===== config.mk =====
export PLATFORM = sky130hd
export DESIGN_NAME = adc_pkt_framer
export DESIGN_NICKNAME = d
export VERILOG_FILES = /design/src/rtl/adc_pkt_framer.sv
export SDC_FILE = /design/constraint.sdc
export NUM_CORES = 1
export LEC_CHECK = 0
export CORE_UTILIZATION = 50
export DETAILED_ROUTE_END_ITERATION = 12
export PLACE_DENSITY_LB_ADDON = 0.2
export SLEW_MARGIN = 5
export SYNTH_ARGS = -nofsm -noshare
export SYNTH_HDL_FRONTEND = slang
export SYNTH_SLANG_ARGS = --single-unit

===== constraint.sdc =====
create_clock -name clk -period 3.13 [get_ports clk]
set_clock_uncertainty 0.05 [all_clocks]
set_input_delay 0.4695 -clock clk [delete_from_list [all_inputs] [get_ports clk]]
set_output_delay 0.4695 -clock clk [all_outputs]
set_load 0.01 [all_outputs]

===== src/rtl/adc_pkt_framer.sv =====
// ADC capture output framer: reads stored samples over valid/ready and emits
// headered packets separated by gap_len idle cycles, ending each run with idle_len idle cycles.
module adc_pkt_framer #(
    parameter int DATA_W = 18,
    parameter int GAP_W  = 8,
    parameter int IDLE_W = 8,
    parameter int CNT_W  = 11
) (
    input  logic              clk,
    input  logic              rst,
    input  logic              start,
    input  logic              again,
    input  logic [1:0]        len_sel,
    input  logic [GAP_W-1:0]  gap_len,
    input  logic [IDLE_W-1:0] idle_len,
    input  logic [7:0]        pkt_num,
    input  logic [DATA_W-1:0] in_data,
    input  logic              in_valid,
    output logic              in_ready,
    output logic [DATA_W-1:0] out_data,
    output logic              out_valid,
    output logic              busy,
    output logic              done
);

    localparam int WAIT_W = (GAP_W > IDLE_W) ? GAP_W : IDLE_W;

    typedef enum logic [2:0] {
        S_IDLE,
        S_HDR,
        S_DATA,
        S_GAP,
        S_TAIL,
        S_DONE
    } state_t;

    state_t              r_state;
    logic [1:0]          r_len_sel;
    logic [GAP_W-1:0]    r_gap_len;
    logic [IDLE_W-1:0]   r_idle_len;
    logic [7:0]          r_pkt_last;
    logic [CNT_W-1:0]    r_sample_cnt;
    logic [WAIT_W-1:0]   r_wait_cnt;
    logic [7:0]          r_pkt_cnt;
    logic [7:0]          r_seq;
    logic [DATA_W-1:0]   r_out_data;
    logic                r_out_valid;
    logic                r_done;

    logic [CNT_W-1:0]    w_last_idx;
    logic [WAIT_W-1:0]   w_wait_lim;
    logic                w_wait_end;
    logic                w_hs;

    always_comb begin
        w_last_idx = CNT_W'(215);
        case (r_len_sel)
            2'b00:   w_last_idx = CNT_W'(215);
            2'b01:   w_last_idx = CNT_W'(431);
            2'b10:   w_last_idx = CNT_W'(863);
            default: w_last_idx = CNT_W'(1727);
        endcase
    end

    // One shared wait counter serves both GAP and TAIL; they are never active together
    assign w_wait_lim = (r_state == S_GAP) ? WAIT_W'(r_gap_len) : WAIT_W'(r_idle_len);
    assign w_wait_end = (r_wait_cnt == w_wait_lim - WAIT_W'(1));
    assign w_hs       = in_valid & in_ready;

    assign in_ready  = (r_state == S_DATA);
    assign busy      = (r_state != S_IDLE);
    assign out_data  = r_out_data;
    assign out_valid = r_out_valid;
    assign done      = r_done;

    always_ff @(posedge clk) begin
        if (rst) begin
            r_state      <= S_IDLE;
            r_len_sel    <= '0;
            r_gap_len    <= '0;
            r_idle_len   <= '0;
            r_pkt_last   <= '0;
            r_sample_cnt <= '0;
            r_wait_cnt   <= '0;
            r_pkt_cnt    <= '0;
            r_seq        <= '0;
            r_out_data   <= '0;
            r_out_valid  <= 1'b0;
            r_done       <= 1'b0;
        end else begin
            r_done <= 1'b0;
            case (r_state)
                S_IDLE: begin
                    r_out_valid <= 1'b0;
                    if (start || again) begin
                        r_len_sel    <= len_sel;
                        r_gap_len    <= gap_len;
                        r_idle_len   <= idle_len;
                        r_pkt_last   <= (pkt_num == 8'd0) ? 8'd0 : pkt_num - 8'd1;
                        r_pkt_cnt    <= '0;
                        r_sample_cnt <= '0;
                        r_wait_cnt   <= '0;
                        if (start)
                            r_seq <= '0;
                        r_state <= S_HDR;
                    end
                end
                S_HDR: begin
                    r_out_valid <= 1'b1;
                    r_out_data  <= DATA_W'({2'b11, r_seq, r_len_sel, 6'b0});
                    r_state     <= S_DATA;
                end
                S_DATA: begin
                    r_out_valid <= w_hs;
                    if (w_hs) begin
                        r_out_data <= in_data;
                        if (r_sample_cnt == w_last_idx) begin
                            r_sample_cnt <= '0;
                            r_wait_cnt   <= '0;
                            r_seq        <= r_seq + 8'd1;
                            r_pkt_cnt    <= r_pkt_cnt + 8'd1;
                            if (r_pkt_cnt == r_pkt_last) begin
                                if (r_idle_len == '0) begin
                                    r_state <= S_DONE;
                                    r_done  <= 1'b1;
                                end else begin
                                    r_state <= S_TAIL;
                                end
                            end else begin
                                r_state <= (r_gap_len == '0) ? S_HDR : S_GAP;
                            end
                        end else begin
                            r_sample_cnt <= r_sample_cnt + CNT_W'(1);
                        end
                    end
                end
                S_GAP: begin
                    r_out_valid <= 1'b0;
                    if (w_wait_end) begin
                        r_wait_cnt <= '0;
                        r_state    <= S_HDR;
                    end else begin
                        r_wait_cnt <= r_wait_cnt + WAIT_W'(1);
                    end
                end
                S_TAIL: begin
                    r_out_valid <= 1'b0;
                    if (w_wait_end) begin
                        r_wait_cnt <= '0;
                        r_state    <= S_DONE;
                        r_done     <= 1'b1;
                    end else begin
                        r_wait_cnt <= r_wait_cnt + WAIT_W'(1);
                    end
                end
                S_DONE: begin
                    r_out_valid <= 1'b0;
                    r_state     <= S_IDLE;
                end
                default: r_state <= S_IDLE;
            endcase
        end
    end

endmodule


==> results of run 1 <==
critical path, stage by stage (launching register included):
cell,delay (ns)
dfxtp_1,0.45
inv_1,0.13
ha_1,0.23
or3_4,0.34
a211oi_4,0.31
a21oi_1,0.15
nor3_4,0.52
nand4_1,0.18
xor2_1,0.17
a211oi_1,0.19
routing by layer:
metal	vias to the layer above	global-route usage (%)
met4	0	5.429
met1	1795	32.94
met3	14	5.395
met5	-	0
li1	1956	-
met2	102	36.75
where the power goes:
| part | total (mW) | internal (mW) | switching (mW) |
|---|---|---|---|
| logic | 1.71 | 0.728 | 0.984 |
| registers | 1.38 | 1.25 | 0.133 |
| clock network | 0.750 | 0.309 | 0.441 |
cells in the mapped netlist (2+ instances only):
library cell | number | area share [%]
nand2b_1 | 3 | 0.44
a21oi_1 | 43 | 5.0
clkbuf_1 | 11 | 0.96
nand3_1 | 22 | 2.6
or2_2 | 3 | 0.44
nor4_1 | 4 | 0.58
nor2_1 | 56 | 4.9
or3_1 | 5 | 0.73
o21ai_0 | 18 | 2.1
dfxtp_1 | 84 | 39
buf_2 | 6 | 0.70
mux2i_1 | 17 | 3.9
o31ai_1 | 3 | 0.52
buf_1 | 4 | 0.35
and3_1 | 9 | 1.3
nor3_1 | 17 | 2.0
nand2_1 | 74 | 6.4
or4_1 | 2 | 0.35
and4_1 | 2 | 0.41
xor2_1 | 28 | 5.7
nand4_1 | 12 | 1.7
buf_4 | 2 | 0.35
a211oi_1 | 15 | 2.6
xnor2_1 | 27 | 5.5
ha_1 | 11 | 3.2
nor2b_1 | 3 | 0.44
inv_1 | 9 | 0.78
layout make-up:
| cell class | count | area, um^2 |
|---|---|---|
| clock buffer | 9 | 123.9 |
| sequential | 84 | 1682 |
| inverter | 9 | 33.78 |
| multi-input combinational | 403 | 2497 |
| clock inverter | 7 | 65.06 |
| tap | 105 | 131.4 |
| timing repair buffer | 83 | 793.3 |
| fill | 739 | 2973 |
kinds of logic (layout without fill, tap and decap cells):
family	after synthesis	after routing	synth area share, %
adders and majority gates	11	11	3.192
buffers and inverters	32	108	3.134
DFF	84	84	39.00
xor gates and xnor gates	56	56	11.72
and+or+nand+nor	221	221	24.38
AOI/OAI and AO/OA	97	97	14.37
muxes	18	18	4.208
final timing paths:
kind                                end  slack, ns  cells past startpoint                 startpoint
min            out_data[5]$_SDFFE_PP0P_       0.41                      2   out_data[5]$_SDFFE_PP0P_
max          r_wait_cnt[4]$_SDFFE_PP0P_       0.33                      9  r_len_sel[0]$_SDFFE_PP0P_
max reg2reg  r_wait_cnt[4]$_SDFFE_PP0P_       0.33                      9  r_len_sel[0]$_SDFFE_PP0P_
min reg2reg    out_data[5]$_SDFFE_PP0P_       0.41                      2   out_data[5]$_SDFFE_PP0P_
registers in the layout, indices dropped and copies added (netlist names):
register / flops
r_pkt_last: 8
r_seq: 8
r_len_sel: 2
r_gap_len: 8
r_pkt_cnt: 8
out_data: 18
r_sample_cnt: 11
r_wait_cnt: 8
r_state: 3
r_idle_len: 8
done: 1
out_valid: 1
per-stage QoR:
step / power, mW / hold WS [ns] / util, % / std cells
global placement: 3.053 / 0.3874 / 61.90 / 684
floorplan: 2.535 / 0.3956 / - / 519
CTS: 3.843 / 0.4146 / 64.18 / 700
detailed placement: 3.101 / 0.3964 / 61.90 / 684
finish: 3.839 / 0.4092 / 64.18 / 700
global route: 4.083 / 0.4286 / 64.18 / 700
==> flow_metrics.tcl, run 1 <==
set metrics [dict create \
    status "completed" \
    clk_pin_slew_ns 0.10 \
    crit_required_ns 3.35 \
    dr_wl_met2_um 4651 \
    final_common_cell "dfxtp_1" \
    syn_area_per_cell_um2 8.308 \
    fp.dieH_um 94.86 \
    drive_above_1_share_pct 7.563 \
    setup_viol 0 \
    synthesis.nets 579 \
    wl_met3_um 578 \
    drc 0 \
    row_count 33 \
    root_buffer "clkbuf_8" \
    synth.ff_latch_count 84 \
    fin_crit_sh_pct 89.59 \
    dieArea_mm2 0.008998 \
    routabilityCongestion 0.8557 \
    io_pins 71 \
    top_layer_used "met4" \
    cp_max_fo 16 \
    dp_slack_ns 0.3705 \
    cts_buffers 9 \
    cts_setup_buffers 0 \
    clkSinkCount 84 \
    tritoncts "done" \
    overflow 0 \
    port_buffers 70 \
    slew_violations 0 \
    p_per_area_mw_per_mm2 720.8 \
    post_dp_cell_area_mm2 0.005137 \
    crit_type "flip-flop to flip-flop" \
    netlist_area_mm2 0.004312 \
    post_cts_resized 0 \
    hold_viol_final 0 \
    area_delta_synth_final_pct 23.53 \
    wl_per_cell_um 14.55 \
    htreeDepth 3 \
    diodes 0 \
    track_usage_pct 23.57 \
    core_mm2 0.008299 \
    synth_cell_types 56 \
    ir_drop_v 0.0002797 \
    p_leak_nw 1.974 \
    start_kind "flip-flop" \
    tightestPinTransition_ns 0.6437 \
    via_count 3867 \
    routed_wirelength_um 10190 \
    clk_latency_ns 0.36 \
    ant_nets 0 \
    drtIter0Drc 192 \
    async_flop_share_pct 0 \
    grt_max_degree 28 \
    ys_seq_area_share_pct 39.00 \
    final_area_mm2 0.005326 \
    fin_ws_ns 0.3257 \
    slew_headroom_pct 56.54 \
    grt_pass1_wl_um 16390 \
    setup_tns_ns 0 \
    maxCapViolations 0 \
    met1_length_um 4847 \
    antenna_found_initial 0 \
    yosys_warnings 0 \
    layout_common_cells "dfxtp_1, nand2_1, clkdlybuf4s50_1" \
    setup.worst_path.end_class "flip-flop" \
    grt_pass1_vias 3443 \
    drt_pass1_iterations 7 \
    synth_edf_count 0 \
    chipWidth_um 94.86 \
    hold_buffers 0 \
    dpl.hpwl_um 7617 \
    worstPathArrival_ns 3.02 \
    fmax_mhz 356.6 \
    start_util_pct 51.95 \
    rsz0062_at_grt "no" \
    nets 650 \
    netlist_instances 519 \
    viasPerCell 5.524 \
    synthFlopType "dfxtp_1" \
    hold_class "flip-flop to flip-flop" \
    finalCriticalPeriod_ns 2.804 \
    clockBufferDepth 2 \
]
Power figures use the tool's default switching activity.
==> run 2: changes to the inputs <==
--- a/config.mk
+++ b/config.mk
@@ -5,8 +5,9 @@
 export SDC_FILE = /design/constraint.sdc
 export NUM_CORES = 1
 export LEC_CHECK = 0
-export CORE_UTILIZATION = 50
+export CORE_UTILIZATION = 39
 export DETAILED_ROUTE_END_ITERATION = 12
+export HOLD_SLACK_MARGIN = 0.1
 export PLACE_DENSITY_LB_ADDON = 0.2
 export SLEW_MARGIN = 5
 export SYNTH_ARGS = -nofsm -noshare
==> run 2 against run 1 <==
Non-clock buffer count up 1. Via count is 2.6% lower. Highest routed layer unchanged. Sequential cell count unchanged. Final cell count rose by 5.1%. Core utilization down 14 points. Critical path depth stayed put. Final area grew 1.2%. Combinational power about the same. Critical path type unchanged.
==> flow_metrics.tcl, run 2 (same netlist as run 1, synthesis figures left out) <==
set metrics [dict create \
    status "completed" \
    r2r_slack_ns 0.39 \
    critPathSlowestCell "dfxtp_1" \
    routabilityCongestion 0.8492 \
    clkSinkCount 84 \
    hold_viol_final 0 \
    reg2regPathDepth 9 \
    clk_pin_slew_ns 0.08 \
    nFillCells 1066 \
    setup_tns_ns 0 \
    cts_setup_buffers 0 \
    drive_above_1_share_pct 7.550 \
    largest_reg_flops 18 \
    slew_headroom_pct 59.04 \
    timing.rr.end "r_wait_cnt[5]$_SDFFE_PP0P_" \
    via_count 3765 \
    setup_viol 0 \
    rsz0062_at_grt "no" \
    final_common_cell "dfxtp_1" \
    htreeDepth 3 \
    post_cts_resized 0 \
    cp_max_fo 13 \
    routed_wirelength_um 10300 \
    maxCapViolations 0 \
    nets 651 \
    grtUsageMet3_pct 3.891 \
    drt_pass1_iterations 4 \
    globalRouteMet1Util_pct 25.67 \
    use_met2_pct 31.06 \
    ant_nets 0 \
    min_to "out_data[2]$_SDFFE_PP0P_" \
    cts_buffers 9 \
    slew_violations 0 \
    grt_max_degree 31 \
    root_buffer "clkbuf_8" \
    crit_required_ns 3.34 \
    crit_type "flip-flop to flip-flop" \
    overflow 0 \
    grt_pass1_vias 3543 \
    fin_hold_ws_ns 0.4075 \
    port_buffers 70 \
    antenna_found_initial 0 \
    crit_chain "inv_1 -> ha_1 -> or3_4 -> a211oi_4 -> a21oi_1 -> nor3_4 -> nand4_1 -> xor2_1 -> a211oi_1" \
    wl_per_cell_um 14.00 \
    p_leak_nw 1.988 \
    clk_latency_ns 0.35 \
    clockBufferDepth 2 \
    ir_drop_v 0.0003312 \
    p_per_area_mw_per_mm2 719.3 \
    fmax_mhz 364.6 \
    r2r_start "r_len_sel[0]$_SDFFE_PP0P_" \
    tritoncts "done" \
    grt.busiest_layer "met2" \
    grt_pass1_wl_um 17230 \
    min_from "out_data[2]$_SDFFE_PP0P_" \
    dieArea_mm2 0.01148 \
    layout_common_cells "dfxtp_1, nand2_1, clkdlybuf4s50_1" \
    area_delta_synth_final_pct 25.04 \
    drc 0 \
    fin_crit_sh_pct 87.64 \
    io_pins 71 \
    core_mm2 0.01079 \
    dpl.hpwl_um 7805 \
    hold_class "flip-flop to flip-flop" \
    max_stage_delay_ns 0.45 \
    chipWidth_um 107.1 \
    cpLargestDelayFamily "simple AND/OR/NAND/NOR gates" \
    worstSetupPathDepth 9 \
    timing.critical_path.buf_inv 1 \
    start_kind "flip-flop" \
    worstPathArrival_ns 2.96 \
    row_count 38 \
    start_util_pct 39.95 \
    setup.worst_path.end_class "flip-flop" \
    track_usage_pct 19.12 \
    tightestPinTransition_ns 0.6067 \
    viasPerCell 5.115 \
    hold_buffers 0 \
    hold_depth 2 \
    drtIter0Drc 136 \
    fp.dieH_um 107.1 \
    finalCriticalPeriod_ns 2.743 \
    diodes 0 \
]
## run 2: cell type report
type | instances | area (um^2) | area share, %
clock buffers | 11 | 141.4 | 2.622
clock inverters | 5 | 61.31 | 1.137
inverters | 9 | 33.78 | 0.6266
multi-input cells | 403 | 2497 | 46.32
flip-flops and latches | 84 | 1682 | 31.19
well taps | 140 | 175.2 | 3.249
repair buffers | 84 | 800.8 | 14.85
## run 2: power breakdown
part | internal, mW | total, mW | switching, mW
clock | 0.394 | 0.783 | 0.390
sequential | 1.25 | 1.38 | 0.132
combinational | 0.742 | 1.72 | 0.975
## run 2: how the worst max path moves through the flow
stage	startpoint	endpoint	slack, ns
after floorplan	r_state[1]$_SDFFE_PP0P_	r_wait_cnt[0]$_SDFFE_PP0P_	0.69
after global placement	r_len_sel[0]$_SDFFE_PP0P_	r_wait_cnt[5]$_SDFFE_PP0P_	0.57
after detailed placement	r_len_sel[0]$_SDFFE_PP0P_	r_wait_cnt[5]$_SDFFE_PP0P_	0.44
after CTS	r_len_sel[0]$_SDFFE_PP0P_	r_wait_cnt[5]$_SDFFE_PP0P_	0.39
after global routing	r_len_sel[0]$_SDFFE_PP0P_	r_wait_cnt[7]$_SDFFE_PP0P_	0.17
final	r_len_sel[0]$_SDFFE_PP0P_	r_wait_cnt[5]$_SDFFE_PP0P_	0.39
## run 2: per-layer routing
layer	part of all wire (%)	wire length [um]
met3	3.5	359
met4	0.80	82
met1	49	5000
met2	47	4861
met5	0	0
## run 2: stage by stage
step                      worst slack, ns  area (um^2)  power [mW]  utilization, %  std cells
final                              0.3869         5391       3.878           49.95        736
after global routing               0.1738         5391       4.152           49.95        736
after CTS                          0.3924         5391       3.917           49.95        736
after detailed placement           0.4421         5189       3.125           48.08        720
after global placement             0.5726         5189       3.091           48.08        720
after floorplan                    0.6917         4312       2.535               -        519
## run 2: tightest hold or removal path: stages (launching register included)
cell and delay, ns:
dfxtp_1 0.32, nand2_1 0.05, a21oi_1 0.05
